===== config.mk =====
export PLATFORM = sky130hd
export DESIGN_NAME = tag_search_ctrl
export DESIGN_NICKNAME = d
export VERILOG_FILES = /design/src/rtl/tag_search_ctrl.sv
export SDC_FILE = /design/constraint.sdc
export NUM_CORES = 1
export LEC_CHECK = 0
export CAP_MARGIN = 20
export CORE_ASPECT_RATIO = 2
export CORE_UTILIZATION = 45
export CTS_CLUSTER_SIZE = 20
export DETAILED_ROUTE_END_ITERATION = 16
export DONT_BUFFER_PORTS = 1
export GPL_TIMING_DRIVEN = 0
export PLACE_DENSITY = 0.63
export SLEW_MARGIN = 20
export SYNTH_ARGS = -nofsm -noshare
export SYNTH_HDL_FRONTEND = slang
export SYNTH_SLANG_ARGS = --single-unit

===== constraint.sdc =====
create_clock -name clk -period 2.7 [get_ports clk]
set_input_delay 0.27 -clock clk [delete_from_list [all_inputs] [get_ports clk]]
set_output_delay 0.27 -clock clk [all_outputs]
set_load 0.05 [all_outputs]

===== src/rtl/tag_search_ctrl.sv =====
// ----------------------------------------------------------------------------
// tag_search_ctrl
//   Sequential search over an 8-entry table of 3-bit tags. A single 3-bit
//   equality comparator is time-shared across the table, so one entry is
//   tested per cycle in ascending index order. The lowest matching index
//   wins.
//
// Ports
//   clk      in   rising-edge clock
//   rst      in   asynchronous active-high reset
//   wr_en    in   write wr_data into entry wr_idx and mark it valid
//   wr_idx   in   write index
//   wr_data  in   tag to store
//   clr      in   clear all valid bits (tag data kept)
//   start    in   search request, accepted only while idle
//   key      in   search key, sampled on the accepting edge
//   busy     out  search in progress (scan or result cycle)
//   done     out  one-cycle pulse, result valid
//   hit      out  a valid entry matched (held until next result)
//   hit_idx  out  lowest matching index, 0 on a miss (held)
// ----------------------------------------------------------------------------

// 3-bit equality comparator shared by the search sequencer.
module comparator3 (
    input  logic [2:0] i_a,
    input  logic [2:0] i_b,
    output logic       o_eq
);
    assign o_eq = (i_a == i_b);
endmodule

module tag_search_ctrl (
    input  logic       clk,
    input  logic       rst,
    input  logic       wr_en,
    input  logic [2:0] wr_idx,
    input  logic [2:0] wr_data,
    input  logic       clr,
    input  logic       start,
    input  logic [2:0] key,
    output logic       busy,
    output logic       done,
    output logic       hit,
    output logic [2:0] hit_idx
);

    localparam logic [1:0] ST_IDLE = 2'd0;
    localparam logic [1:0] ST_SCAN = 2'd1;
    localparam logic [1:0] ST_DONE = 2'd2;

    logic [1:0] r_state;
    logic [2:0] r_tag [8];
    logic [7:0] r_valid;
    logic [2:0] r_key;
    logic [2:0] r_idx;
    logic       r_hit;
    logic [2:0] r_hit_idx;
    logic       r_busy;
    logic       r_done;

    logic [1:0] w_state_n;
    logic [7:0] w_valid_n;
    logic [2:0] w_key_n;
    logic [2:0] w_idx_n;
    logic       w_hit_n;
    logic [2:0] w_hit_idx_n;
    logic [2:0] w_tag_sel;
    logic       w_eq;
    logic       w_match;

    // The comparison sees the pre-write table; writes land at the edge.
    assign w_tag_sel = r_tag[r_idx];

    comparator3 u_cmp (
        .i_a  (w_tag_sel),
        .i_b  (r_key),
        .o_eq (w_eq)
    );

    assign w_match = w_eq & r_valid[r_idx];

    // Clear first, then the write, so a same-cycle write survives the clear.
    always_comb begin
        w_valid_n = clr ? 8'h00 : r_valid;
        if (wr_en) begin
            w_valid_n[wr_idx] = 1'b1;
        end
    end

    always_comb begin
        w_state_n   = r_state;
        w_key_n     = r_key;
        w_idx_n     = r_idx;
        w_hit_n     = r_hit;
        w_hit_idx_n = r_hit_idx;
        case (r_state)
            ST_IDLE: begin
                if (start) begin
                    w_key_n   = key;
                    w_idx_n   = 3'd0;
                    w_state_n = ST_SCAN;
                end
            end
            ST_SCAN: begin
                if (w_match) begin
                    w_hit_n     = 1'b1;
                    w_hit_idx_n = r_idx;
                    w_state_n   = ST_DONE;
                end else if (r_idx == 3'd7) begin
                    w_hit_n     = 1'b0;
                    w_hit_idx_n = 3'd0;
                    w_state_n   = ST_DONE;
                end else begin
                    w_idx_n = r_idx + 3'd1;
                end
            end
            ST_DONE: begin
                w_state_n = ST_IDLE;
            end
            default: begin
                w_state_n = ST_IDLE;
            end
        endcase
    end

    always_ff @(posedge clk or posedge rst) begin
        if (rst) begin
            r_state   <= ST_IDLE;
            r_valid   <= 8'h00;
            r_key     <= 3'd0;
            r_idx     <= 3'd0;
            r_hit     <= 1'b0;
            r_hit_idx <= 3'd0;
            r_busy    <= 1'b0;
            r_done    <= 1'b0;
        end else begin
            r_state   <= w_state_n;
            r_valid   <= w_valid_n;
            r_key     <= w_key_n;
            r_idx     <= w_idx_n;
            r_hit     <= w_hit_n;
            r_hit_idx <= w_hit_idx_n;
            // Status flags registered from the next state so outputs are flops.
            r_busy    <= (w_state_n != ST_IDLE);
            r_done    <= (w_state_n == ST_DONE);
        end
    end

    always_ff @(posedge clk or posedge rst) begin
        if (rst) begin
            for (int i = 0; i < 8; i++) begin
                r_tag[i] <= 3'd0;
            end
        end else if (wr_en) begin
            r_tag[wr_idx] <= wr_data;
        end
    end

    assign busy    = r_busy;
    assign done    = r_done;
    assign hit     = r_hit;
    assign hit_idx = r_hit_idx;

endmodule


; Word-level counts from Yosys, hierarchy flattened
; Cells that the tools add are included.
[word_totals]
input_bits = 14
output_inout_bits = 6
ff_bits = 46
[op_classes]
n_eq_ne = 7
magnitude_cmp = 6
add_sub_neg = 1
n_mux = 24
reduce_logical = 9
n_bitwise = 4
[ops]
columns = cell, count
row1 = bitwise mux 24 bit, 1
row2 = 2-to-1 mux 3 bit, 8
row3 = 2-to-1 mux 8 bit, 2
row4 = binary-select mux 3 bit (select 3 bit), 1
row5 = demux 3 bit (select 3 bit), 1
row6 = greater-or-equal comparator 4 bit (second input constant), 2
row7 = < comparator 3 x 4 -> 1 bit (second input constant), 2
row8 = NOT 3 -> 4 bit, 2
row9 = OR 8 bit, 1
row10 = 2-to-1 mux 2 bit, 3
row11 = inequality test 2 bit (second input constant), 3
row12 = case mux 3 bit (2 select lines), 1
row13 = nonzero test 2 bit, 3
row14 = < comparator 4 x 1 -> 1 bit (second input constant), 1
row15 = 2-to-1 mux 1 bit, 4
row16 = case mux 2 bit (2 select lines), 1
row17 = AND reduction 2 bit, 2
row18 = AND reduction 4 bit, 1
row19 = adder 3 x 1 -> 3 bit (second input constant), 1
row20 = binary-select mux 1 bit (select 3 bit), 1
row21 = demux 1 bit (select 3 bit), 1
row22 = equality test 3 bit, 1
row23 = equality test 3 bit (second input constant), 1
row24 = greater-or-equal comparator 3 x 1 -> 1 bit (second input constant), 1
row25 = 5 further kinds, 6

; Depth between registers and ports, before layout
; Gate-level depths: netlist of run 1.
[logic_depth]
depth_word = 9
ltp_mapped = 7

; Hierarchy
; From an unflattened synthesis of run 1, not the netlist that was laid out.
[unflattened]
cells_unflattened = 166
hier_area_um2 = 2177.1
[modules_own_cells]
columns = mod, instances, seq_area_each_um2, cells_each, area_each_um2
row1 = tag_search_ctrl, 1, 1151.1, 162, 2140.8
row2 = comparator3, 1, 0.0, 4, 36.3

; Least setup slack after synthesis of run 1
; Ideal clock, no wire load.
[synth_path]
kind = flip-flop to flip-flop
start = reg r_idx[0]
end = reg r_idx[0]
arrival_ps = 1945
path_stages_with_launch = 8
path_slack_ps = 631
setup_time_ps = 125
path_cell_list = dfrtp_1 > buf_6 > buf_12 > mux2i_1 > mux4_2 > xor2_2 > a41oi_4 > mux2_4
[synth_via]
elab_chain_len = 8
[synth_lines]
columns = element, line
row1 = from (decl), 55  ; logic [2:0] r_idx;
row2 = from (signal assigned), 140  ; r_idx <= w_idx_n;
row3 = NOT 3 -> 4 bit (implied by the code), 72  ; assign w_tag_sel = r_tag[r_idx];
row4 = binary-select mux 3 bit (select 3 bit), 72
row5 = 2-to-1 mux 3 bit (implied by the code) (2 in a row), 72
row6 = equality test 3 bit, 29  ; assign o_eq = (i_a == i_b);
row7 = bitwise AND 1 bit, 80  ; assign w_match = w_eq & r_valid[r_idx];
row8 = inequality test 2 bit (no source line), n/a
row9 = AND reduction 4 bit (no source line), n/a
; Several ways; a longest one is shown, not always the timed one. The select of a mux whose other input is x is not followed.
; A chain may end at the register's enable or synchronous reset.

; Worst setup path after layout of run 1
; Same ends and word-level chain as after synthesis.

==> flow_metrics.tcl, run 1 <==
set metrics [dict create \
    leakage_nw 1.141 \
    drcViolationCount 0 \
    start_kind "register" \
    fin_area_mm2 0.002391 \
    r2r_start "r_idx[0]$_DFFE_PP0P_" \
    syn-cell-area_mm2 0.002180 \
    hold_end "r_valid[7]$_DFF_PP0_" \
    dr.pass1.iters 4 \
    rows 35 \
    hp-class "input pin to register" \
    cts_resized 0 \
    grt_usage_pct 18.66 \
    first_global_vias 1402 \
    numClockSinks 46 \
    fin_ws_ns 0.4942 \
    cts-hold-fix-buffers 1 \
    cts_tree "yes" \
    fmax_mhz 453.4 \
    vias_per_cell 5.596 \
    dpl.cell_count 215 \
    grt_max_degree 37 \
    outcome "complete, no violations" \
    pin_count 20 \
    htree_levels 2 \
    syn2layout_area_growth_pct 9.701 \
    critPathMaxFanout 10 \
    worstSetupPathType "register to register" \
    numCtsBuffers 5 \
    period_needed_ns 2.206 \
    synth_seq_area_share_pct 52.81 \
    ys_ff_latch 46 \
    place_ws_ns 0.4905 \
    synth_cells 159 \
    clk_pin_slew_ns 0.08 \
    die_w_um 51.21 \
    die_area_mm2 0.005143 \
    cts_root_buf "clkbuf_8" \
    relSlewSlack_pct 41.52 \
    wl_per_cell_um 18.60 \
    r2r_cells 7 \
    r2r_end "r_idx[0]$_DFFE_PP0P_" \
    diodes 0 \
    cts_max_path_buffers 2 \
    postCtsSetupRepairBufs 0 \
    synth_cell_types 27 \
    die_h_um 100.4 \
    fin_cells 223 \
    finalHoldViolations 0 \
    drtIter0Drc 17 \
    final_max_slew_viol_count 0 \
    io_buffers 0 \
    skew_ns 0.004164 \
    crit_required_ns 2.88 \
    end_kind "register" \
    holdPathStages 1 \
    final_cell_mix "dfrtp_1 (46), mux2_2 (27), mux2i_1 (22)" \
    fin_util_pct 51.51 \
    clk_latency_ns 0.29 \
    r2r_slack_ns 0.49 \
    num_vias 1248 \
    place_area_mm2 0.002268 \
    grt_first_pass_wirelength_um 6920 \
    avgSynthCellArea_um2 13.71 \
    syn_nets 175 \
    gp_congestion 0.7616 \
    period_share_pct 81.70 \
    rsz0062_at_grt "false" \
    coreArea_mm2 0.004642 \
    setup-violations-final 0 \
    totalWireLength_um 4147 \
    arrival_ns 2.39 \
    dp_hpwl_um 3200 \
    fin_nets 184 \
    worstHoldStart "clr" \
    antenna_found_initial 0 \
    p_per_area_mw_per_mm2 1070 \
    tns_ns 0 \
    tightest_slew_ns 0.8753 \
    mostFrequentLayoutCell "dfrtp_1" \
    grt_overflow 0 \
    yosysWarnings 0 \
    ant_nets 0 \
    drv_cap 0 \
    initial_core_util_pct 46.95 \
    irDropWorstVdd_v 0.0006827 \
    drive_above_1_share_pct 27.98 \
]
==> per-stage QoR <==
| stage | total power, mW | hold WS (ns) |
|---|---|---|
| after floorplan | 1.885 | 0.3664 |
| after global placement | 2.035 | 0.3695 |
| after CTS | 2.596 | 0.06037 |
| final | 2.560 | 0.06777 |
| after detailed placement | 2.073 | 0.1021 |
| after global routing | 2.707 | 0.06414 |
==> kinds of logic after synthesis <==
| kind of cell | count (synthesis) | synth area share, % |
|---|---|---|
| buf+inv | 13 | 4.650 |
| flops | 46 | 52.81 |
| fa+ha+maj | 2 | 1.148 |
| compound gates | 10 | 3.847 |
| xor+xnor | 3 | 1.550 |
| mux | 53 | 27.84 |
| simple gates | 32 | 8.152 |
==> layer usage <==
metal  global-route usage (%)  routed length [um]  vias to the layer above
met5                        0                   0                        -
met3                    3.030                 108                        5
met4                    6.653                  51                        0
met1                    19.46                1580                      639
met2                    35.83                2407                       20
li1                         -                   -                      584
==> sequential cells by signal, indices dropped and copies added, names as in the netlist <==
name     count
r_tag       24
done         1
r_key        3
hit          1
r_state      2
busy         1
hit_idx      3
r_valid      8
r_idx        3
==> cell usage after synthesis <==
| cell | n | area share (%) |
|---|---|---|
| dfrtp_1 | 46 | 53 |
| mux2_2 | 27 | 14 |
| mux2i_1 | 22 | 10 |
| nand2_1 | 11 | 1.9 |
| inv_1 | 10 | 1.7 |
| a21o_1 | 4 | 1.4 |
| o21ai_0 | 4 | 0.92 |
| mux4_2 | 3 | 3.1 |
| nand2b_1 | 3 | 0.86 |
| nand3_1 | 3 | 0.69 |
| nand4b_1 | 3 | 1.2 |
| nor2_1 | 3 | 0.52 |
| nor3_1 | 3 | 0.69 |
| ha_1 | 2 | 1.1 |
| nor3b_1 | 2 | 0.69 |
| xor2_1 | 2 | 0.80 |
| a31oi_1 | 1 | 0.29 |
| a41oi_4 | 1 | 1.3 |
| and4_2 | 1 | 0.46 |
| buf_12 | 1 | 0.92 |
| buf_6 | 1 | 0.52 |
| bufbuf_16 | 1 | 1.5 |
| mux2_4 | 1 | 0.69 |
| nand4_1 | 1 | 0.29 |
| nand4_2 | 1 | 0.57 |
| nor2b_1 | 1 | 0.29 |
| xor2_2 | 1 | 0.75 |
==> report_power, final <==
| group | internal [mW] | switching [mW] | leakage (nW) | total (mW) |
|---|---|---|---|---|
| combinational | 0.504 | 0.443 | 0.516 | 0.947 |
| clock | 0.296 | 0.220 | 0.0573 | 0.516 |
| sequential | 0.866 | 0.230 | 0.567 | 1.10 |
| total | 1.67 | 0.893 | 1.14 | 2.56 |
==> worst max path at each step <==
stage,from,to,slack [ns],cells past startpoint
2_1_floorplan,r_idx[0]$_DFFE_PP0P_,r_idx[0]$_DFFE_PP0P_,0.63,7
3_3_place_gp,r_idx[0]$_DFFE_PP0P_,r_idx[0]$_DFFE_PP0P_,0.49,7
3_5_place_dp,r_idx[0]$_DFFE_PP0P_,r_idx[0]$_DFFE_PP0P_,0.49,7
4_1_cts,r_idx[0]$_DFFE_PP0P_,r_idx[0]$_DFFE_PP0P_,0.47,7
5_1_grt,r_idx[0]$_DFFE_PP0P_,r_idx[0]$_DFFE_PP0P_,0.41,7
6_report,r_idx[0]$_DFFE_PP0P_,r_idx[0]$_DFFE_PP0P_,0.49,7
==> critical path: stages, from the launching register on <==
cell     delay (ns)
dfrtp_1        0.41
buf_6          0.17
buf_12         0.15
mux2i_1        0.11
mux4_2         0.50
xor2_2         0.23
a41oi_4        0.19
mux2_4         0.33
==> cell type report <==
| type | instances | area, um^2 |
|---|---|---|
| plain buffers | 3 | 63.81 |
| multi-input cells | 100 | 927.1 |
| clock inverters | 1 | 30.03 |
| repair buffers | 2 | 30.03 |
| fillers | 427 | 2251 |
| flip-flops and latches | 46 | 1151 |
| inverters | 10 | 37.54 |
| clock buffers | 6 | 82.58 |
| well taps | 55 | 68.82 |
Power figures use the tool's default switching activity.
==> run 2, diff against run 1 <==
- ABC_AREA: default -> 1
- PLACE_DENSITY: 0.63 -> 0.65
- clock period: 2.7 -> 1.9 ns (I/O delays scaled with it)
==> run 2 against run 1 <==
- via count rose by 39%
- register-to-register slack worse by 0.39 ns
- critical path type unchanged
- clock skew increased by 0.0026 ns
- largest cell class unchanged
- routed wire length is 14% higher
- worst hold slack lost 0.055 ns
==> flow_metrics.tcl, run 2 <==
set metrics [dict create \
    postCtsSetupRepairBufs 0 \
    largest_reg_flops 24 \
    hold_end "r_tag[2]$_DFFE_PP0P_" \
    synth_area_leaders "dfrtp_1 (52%), nand2_1 (18%), o21ai_0 (5.9%), inv_1 (5.5%), nand3_1 (5.0%)" \
    worstHoldStart "wr_data[2]" \
    final_max_slew_viol_count 0 \
    syn2layout_area_growth_pct 11.45 \
    diodes 0 \
    period_needed_ns 1.795 \
    die_area_mm2 0.005183 \
    finalHoldViolations 0 \
    dr.pass1.iters 4 \
    synth_cell_types 23 \
    synth_edf_count 0 \
    largest-register "r_tag" \
    clk_pin_slew_ns 0.08 \
    outcome "complete, no violations" \
    end_kind "register" \
    dp_hpwl_um 3459 \
    drtIter0Drc 45 \
    grt_overflow 0 \
    totalWireLength_um 4739 \
    hp-class "input pin to register" \
    gp_congestion 0.8116 \
    pin_count 20 \
    top_layer "met4" \
    r2r_start "r_idx[0]$_DFFE_PP0P_" \
    grt_first_pass_wirelength_um 7831 \
    tightest_slew_ns 0.5539 \
    path_cells "buf_6 > buf_8 > nand2_1 > nand2_1 > nand3_1 > nand3_1 > nand2_2 > nor2_4 > nand3_4 > nand2_4 > nand3_1" \
    setup-violations-final 0 \
    rows 35 \
    grt_max_degree 35 \
    period_share_pct 94.48 \
    yosysMostFrequentCell "nand2_1" \
    r2r_end "busy$_DFF_PP0_" \
    final_cell_mix "nand2_1 (104), dfrtp_1 (45), inv_1 (31)" \
    ant_nets 0 \
    dr_wl_met3_um 138 \
    numClockSinks 46 \
    fin_util_pct 52.75 \
    max_stage_delay_ns 0.42 \
    critical_path_buf_inv_count 2 \
    skew_ns 0.006782 \
    drcViolationCount 0 \
    yosys.area.top_type "dfrtp_1" \
    critPathMaxFanout 10 \
    leakage_nw 1.277 \
    fin_nets 300 \
    mostFrequentLayoutCell "nand2_1" \
    crit_top_cell "nand3_1" \
    drv_cap 0 \
    syn_nets 289 \
    reg_top3 "r_tag (24), r_valid (8)" \
    arrival_ns 1.98 \
    ys_ff_latch 46 \
    coreArea_mm2 0.004642 \
    antenna_found_initial 0 \
    initial_core_util_pct 47.33 \
    synth_top_area_share_pct 52.39 \
    drive_above_1_share_pct 10.88 \
    syn-cell-area_mm2 0.002197 \
    avgSynthCellArea_um2 8.048 \
    synthFlopType "dfrtp_1" \
    start_kind "register" \
    met2_length_um 2629 \
    async_reset_ff_share_pct 100.0 \
    critPathTopFamily "simple AND/OR/NAND/NOR gates" \
    grt_usage_pct 20.66 \
    yosys-top-cells-count "nand2_1 (104), dfrtp_1 (46), inv_1 (32)" \
    cts_root_buf "clkbuf_8" \
    r2r_cells 11 \
    p_per_area_mw_per_mm2 1444 \
    synth_seq_area_share_pct 52.39 \
    die_w_um 51.41 \
    worstSetupPathType "register to register" \
    drt-met1-wl_um 1800 \
    fmax_mhz 557.1 \
    wl_per_cell_um 13.94 \
    irDropWorstVdd_v 0.0007310 \
    relSlewSlack_pct 62.94 \
    r2r_slack_ns 0.10 \
    cp_slowest_cell "dfrtp_2" \
    htree_levels 2 \
    synth_cells 273 \
    holdPathStages 2 \
    cts_tree "yes" \
    first_global_vias 1608 \
    yosysWarnings 0 \
    hold-worst-slack_ns 0.01304 \
    numCtsBuffers 5 \
    cts_max_path_buffers 2 \
    vias_per_cell 5.088 \
    clk_latency_ns 0.30 \
    crit_required_ns 2.08 \
    die_h_um 100.8 \
    io_buffers 0 \
    num_vias 1730 \
]
==> run 2: changes by cell type after synthesis, sizes merged, moves of 3 or more <==
cell and delta:
inv +24, nand4b -3, nand3 +23, o21ai +23, nor2 +12, nand2 +98
mux2i -22, nand2b -3, mux2 -27, xor2 -3, a21o -4, mux4 -3
nor3 -3, a21oi +4
==> run 2: final cells by class <==
class,instances,area [um^2]
Inverter,34,130.1
Clock inverter,1,30.03
Clock buffer,7,76.32
Fill cell,484,2193
Multi-Input combinational cell,190,905.9
Buffer,4,45.04
Sequential cell,46,1152
Tap cell,55,68.82
Timing Repair Buffer,3,40.04
==> run 2: how the worst max path moves through the flow <==
stage	from	endpoint	cells past startpoint
final	r_idx[0]$_DFFE_PP0P_	busy$_DFF_PP0_	11
after global routing	r_idx[0]$_DFFE_PP0P_	r_idx[1]$_DFFE_PP0P_	12
after CTS	r_idx[0]$_DFFE_PP0P_	busy$_DFF_PP0_	11
after detailed placement	r_idx[0]$_DFFE_PP0P_	busy$_DFF_PP0_	11
after global placement	r_idx[0]$_DFFE_PP0P_	busy$_DFF_PP0_	11
after floorplan	r_idx[0]$_DFFE_PP0P_	r_idx[2]$_DFFE_PP0P_	6
==> run 2: logic make-up (layout without fill, tap and decap cells) <==
kind of cell,count (synthesis),in the layout,share of synthesized area [%]
buf+inv,38,49,7.745
simple gates,154,155,30.81
compound gates,32,32,7.403
fa+ha+maj,2,2,1.139
mux,1,1,0.5125
flops,46,46,52.39
==> run 2: what timing repair did <==
action	CTS	global route
hold buffers	2	0
setup endpoints to repair	0	8
endpoints found under the hold margin	13	0
resized for setup	0	7
==> run 2: per-stage QoR <==
stage / cell area [um^2] / setup TNS, ns / setup WS, ns / instances / power (mW)
3_3_place_gp: 2266 / 0 / 0.08138 / 328 / 2.719
6_report: 2449 / 0 / 0.1048 / 340 / 3.536
5_1_grt: 2449 / -0.02582 / -0.01913 / 340 / 3.792
4_1_cts: 2412 / 0 / 0.05385 / 339 / 3.466
2_1_floorplan: 2197 / 0 / 0.2771 / 273 / 2.484
3_5_place_dp: 2286 / 0 / 0.06980 / 329 / 2.750
==> run 2: report_power, final <==
| group | internal, mW | switching [mW] |
|---|---|---|
| Sequential | 1.21 | 0.327 |
| Combinational | 0.475 | 0.809 |
| Clock | 0.394 | 0.323 |
==> run 2: worst register-to-register path: stages (launching register included) <==
cell and delay (ns):
dfrtp_2 0.42, buf_6 0.17, buf_8 0.15, nand2_1 0.06
nand2_1 0.06, nand3_1 0.14, nand3_1 0.13, nand2_2 0.07
nor2_4 0.17, nand3_4 0.14, nand2_4 0.12, nand3_1 0.06
==> run 2: per-layer routing <==
metal  vias to the layer above  GRT usage (%)
met5                         -              0
met2                        35          36.66
met4                         0          9.979
met3                        13          3.167
met1                       802          23.17
li1                        880              -
==> run 3, diff against run 2 <==
--- a/config.mk
+++ b/config.mk
@@ -19,2 +19,3 @@
 export SYNTH_HDL_FRONTEND = slang
+export SYNTH_HIERARCHICAL = 1
 export SYNTH_SLANG_ARGS = --single-unit
==> constraint.sdc (replaced) <==
create_clock -name clk -period 1.9 [get_ports clk]
set_input_delay 0.095 -clock clk [delete_from_list [all_inputs] [get_ports clk]]
set_output_delay 0.095 -clock clk [all_outputs]
set_load 0.05 [all_outputs]
==> run 3 against run 2 <==
- the flow now finishes with violations (negative setup slack)
- clock power is 0.8% higher
- clock skew hardly changed
- sequential power is 3% higher
- worst setup slack worse by 0.15 ns
- final area is 3.2% higher
- maximum frequency is 7.7% lower
- area after synthesis is 2.9% lower
- non-clock buffer count is 13 higher
- critical path type unchanged
- combinational power is 13% higher
- sequential share of layout area is 1.5 points lower
- global-route usage is 1.7 points higher
- flip-flop and latch count stayed put
==> flow_metrics.tcl, run 3 <==
set metrics [dict create \
    critPathTopFamily "simple AND/OR/NAND/NOR gates" \
    gp_congestion 0.7703 \
    yosysMostFrequentCell "nand2_1" \
    fin_ws_ns -0.04412 \
    p_per_area_mw_per_mm2 1487 \
    syn_nets 270 \
    htree_levels 2 \
    diodes 0 \
    largest_reg_flops 24 \
    final_max_slew_viol_count 0 \
    avgSynthCellArea_um2 8.399 \
    yosysWarnings 6 \
    drtIter0Drc 38 \
    die_h_um 99.37 \
    reg_top3 "r_tag (24), r_valid (8)" \
    dp_hpwl_um 3573 \
    first_global_vias 1713 \
    mostFrequentLayoutCell "nand2_1" \
    worstSetupPathType "register to register" \
    p_comb_share_pct 38.6 \
    async_reset_ff_share_pct 100.0 \
    crit_top_cell "nand2_1" \
    ys_ff_latch 46 \
    cts_root_buf "clkbuf_8" \
    period_share_pct 102.3 \
    synth_area_leaders "dfrtp_1 (54%), nand2_1 (12%), o21ai_0 (9.1%), inv_1 (4.9%), nor2_1 (4.2%)" \
    end_kind "register" \
    syn-cell-area_mm2 0.002133 \
    cts_max_path_buffers 2 \
    synth_cell_types 21 \
    die_area_mm2 0.005037 \
    pin_count 20 \
    switchingPower_mw 1.546 \
    hold-worst-slack_ns 0.07646 \
    fin_util_pct 54.94 \
    numClockSinks 46 \
    intPower_mw 2.210 \
    syn2layout_area_growth_pct 18.42 \
    period_needed_ns 1.944 \
    start_kind "register" \
    leakage_nw 1.274 \
    drcViolationCount 0 \
    die_w_um 50.69 \
    fin_nets 293 \
    tightest_slew_ns 0.5390 \
    critPathMaxFanout 8 \
    irDropWorstVdd_v 0.0007428 \
    yosys-top-cells-count "nand2_1 (70), dfrtp_1 (46), o21ai_0 (39)" \
    num_vias 1718 \
    hp-class "input pin to register" \
    grt_overflow 0 \
    cp_slowest_cell "dfrtp_1" \
    initial_core_util_pct 46.39 \
    drive_above_1_share_pct 17.63 \
    synthFlopType "dfrtp_1" \
    swShare_pct 41.16 \
    numCtsBuffers 5 \
    drv_cap 0 \
    place_area_mm2 0.002230 \
    synth_seq_area_share_pct 53.96 \
    vias_per_cell 5.159 \
    p_seq_share_pct 42.1 \
    grt_first_pass_wirelength_um 8079 \
    dr.pass1.iters 4 \
    clk_latency_ns 0.30 \
    grt_usage_pct 22.33 \
    coreArea_mm2 0.004598 \
    synth_top_area_share_pct 53.96 \
    fmax_mhz 514.4 \
    ant_nets 0 \
    cts_tree "yes" \
    synth_edf_count 0 \
    violations "negative setup slack" \
    fin_cells 333 \
    max_stage_delay_ns 0.40 \
    finalHoldViolations 0 \
    totalWireLength_um 4874 \
    grt_max_degree 25 \
    synth_cells 254 \
    skew_ns 0.007156 \
    setup-violations-final 4 \
    outcome "finished, violations left" \
    clk_pin_slew_ns 0.08 \
    io_buffers 0 \
    rsz0062_at_grt "true" \
    largest-register "r_tag" \
    critical_path_buf_inv_count 2 \
    fin_area_mm2 0.002526 \
    relSlewSlack_pct 64.02 \
    wl_per_cell_um 14.64 \
    rows 35 \
    crit_required_ns 2.09 \
    antenna_found_initial 0 \
    yosys.area.top_type "dfrtp_1" \
    arrival_ns 2.14 \
    dpl.cell_count 310 \
    clock_power_share_pct 19.2 \
    final_cell_mix "nand2_1 (64), dfrtp_1 (46), o21ai_0 (36)" \
    path_cells "buf_6 > buf_8 > o21ai_2 > o22ai_1 > nand2_1 > nand2_2 > nand2_1 > nand2_1 > nand2_2 > nor2_4 > nand3_2 > nand2_2 > nand2_4 > nand2_1 > nand2_1" \
    place_ws_ns -0.1833 \
]
## run 3: changes by cell type after synthesis, moves of 2 or more
cell	delta
nand2_1	-34
inv_1	-4
nand3_2	+2
mux2_2	+2
o21ai_0	+13
buf_2	+2
inv_2	+2
o22ai_1	+7
nor2_1	+11
nand3_1	-15
nand2_2	-3
## run 3: final cells by class
class,instances,area [um^2]
Multi-Input combinational cell,172,867.1
Tap cell,55,68.82
Clock buffer,5,68.82
Buffer,4,45.04
Inverter,32,120.1
Timing Repair Buffer,16,165.2
Clock inverter,3,40.04
Fill cell,467,2072
Sequential cell,46,1151
## run 3: cells by family after synthesis
| family | share of synthesized area, % |
|---|---|
| AOI/OAI and AO/OA | 12.61 |
| xor gates and xnor gates | 0.4106 |
| adders and majority gates | 1.173 |
| buffers and inverters | 6.862 |
| DFF | 53.96 |
| muxes | 1.583 |
| and+or+nand+nor | 23.40 |
## run 3: worst register-to-register path, stage by stage, from the launching register on
cell and delay, ns:
dfrtp_1 0.40, buf_6 0.15, buf_8 0.13, o21ai_2 0.05, o22ai_1 0.17, nand2_1 0.09, nand2_2 0.08, nand2_1 0.05
nand2_1 0.07, nand2_2 0.06, nor2_4 0.14, nand3_2 0.11, nand2_2 0.11, nand2_4 0.08, nand2_1 0.08, nand2_1 0.06
## run 3: power by group through the flow
stage / Combinational, mW / Sequential (mW) / Clock (mW)
final: 1.45 / 1.58 / 0.723
after global placement: 1.18 / 1.59 / 0
after detailed placement: 1.21 / 1.60 / 0
after floorplan: 0.985 / 1.54 / 0
after CTS: 1.37 / 1.58 / 0.732
after global routing: 1.65 / 1.61 / 0.759
## run 3: stage by stage
step | setup TNS, ns | total power [mW]
after floorplan | 0 | 2.526
after global placement | -1.432 | 2.765
after detailed placement | -1.353 | 2.809
after CTS | 0 | 3.686
after global routing | -1.260 | 4.023
final | -0.1303 | 3.757
## run 3: metal layers
layer  vias up  global-route usage [%]  wire (um)
met1       820                   23.06       1829
met2        23                   42.67       2836
met3         8                   2.752         88
li1        867                       -          -
met5         -                       0          0
met4         0                   10.04        119
## run 3: final timing paths
kind	startpoint	end	slack (ns)	cells past startpoint
worst max-delay path	r_idx[0]$_DFFE_PP0P_	hit_idx[0]$_DFFE_PP0P_	-0.04	15
worst min-delay path	wr_data[2]	r_tag[2]$_DFFE_PP0P_	0.08	2
worst max register to register	r_idx[0]$_DFFE_PP0P_	hit_idx[0]$_DFFE_PP0P_	-0.04	15
worst min register to register	r_tag[5]$_DFFE_PP0P_	r_tag[5]$_DFFE_PP0P_	0.49	2
max in group asynchronous	rst	r_key[2]$_DFFE_PP0P_	1.11	3
min in group asynchronous	rst	hit_idx[1]$_DFFE_PP0P_	0.29	2
## run 3: timing repair
item                       in CTS  in global routing
setup endpoints to repair      10                 10
hold buffers                   10                  0
setup buffers                   4                  1
hold endpoints to repair       34                  0
gates resized for setup         9                 14
pin swaps                       0                  8
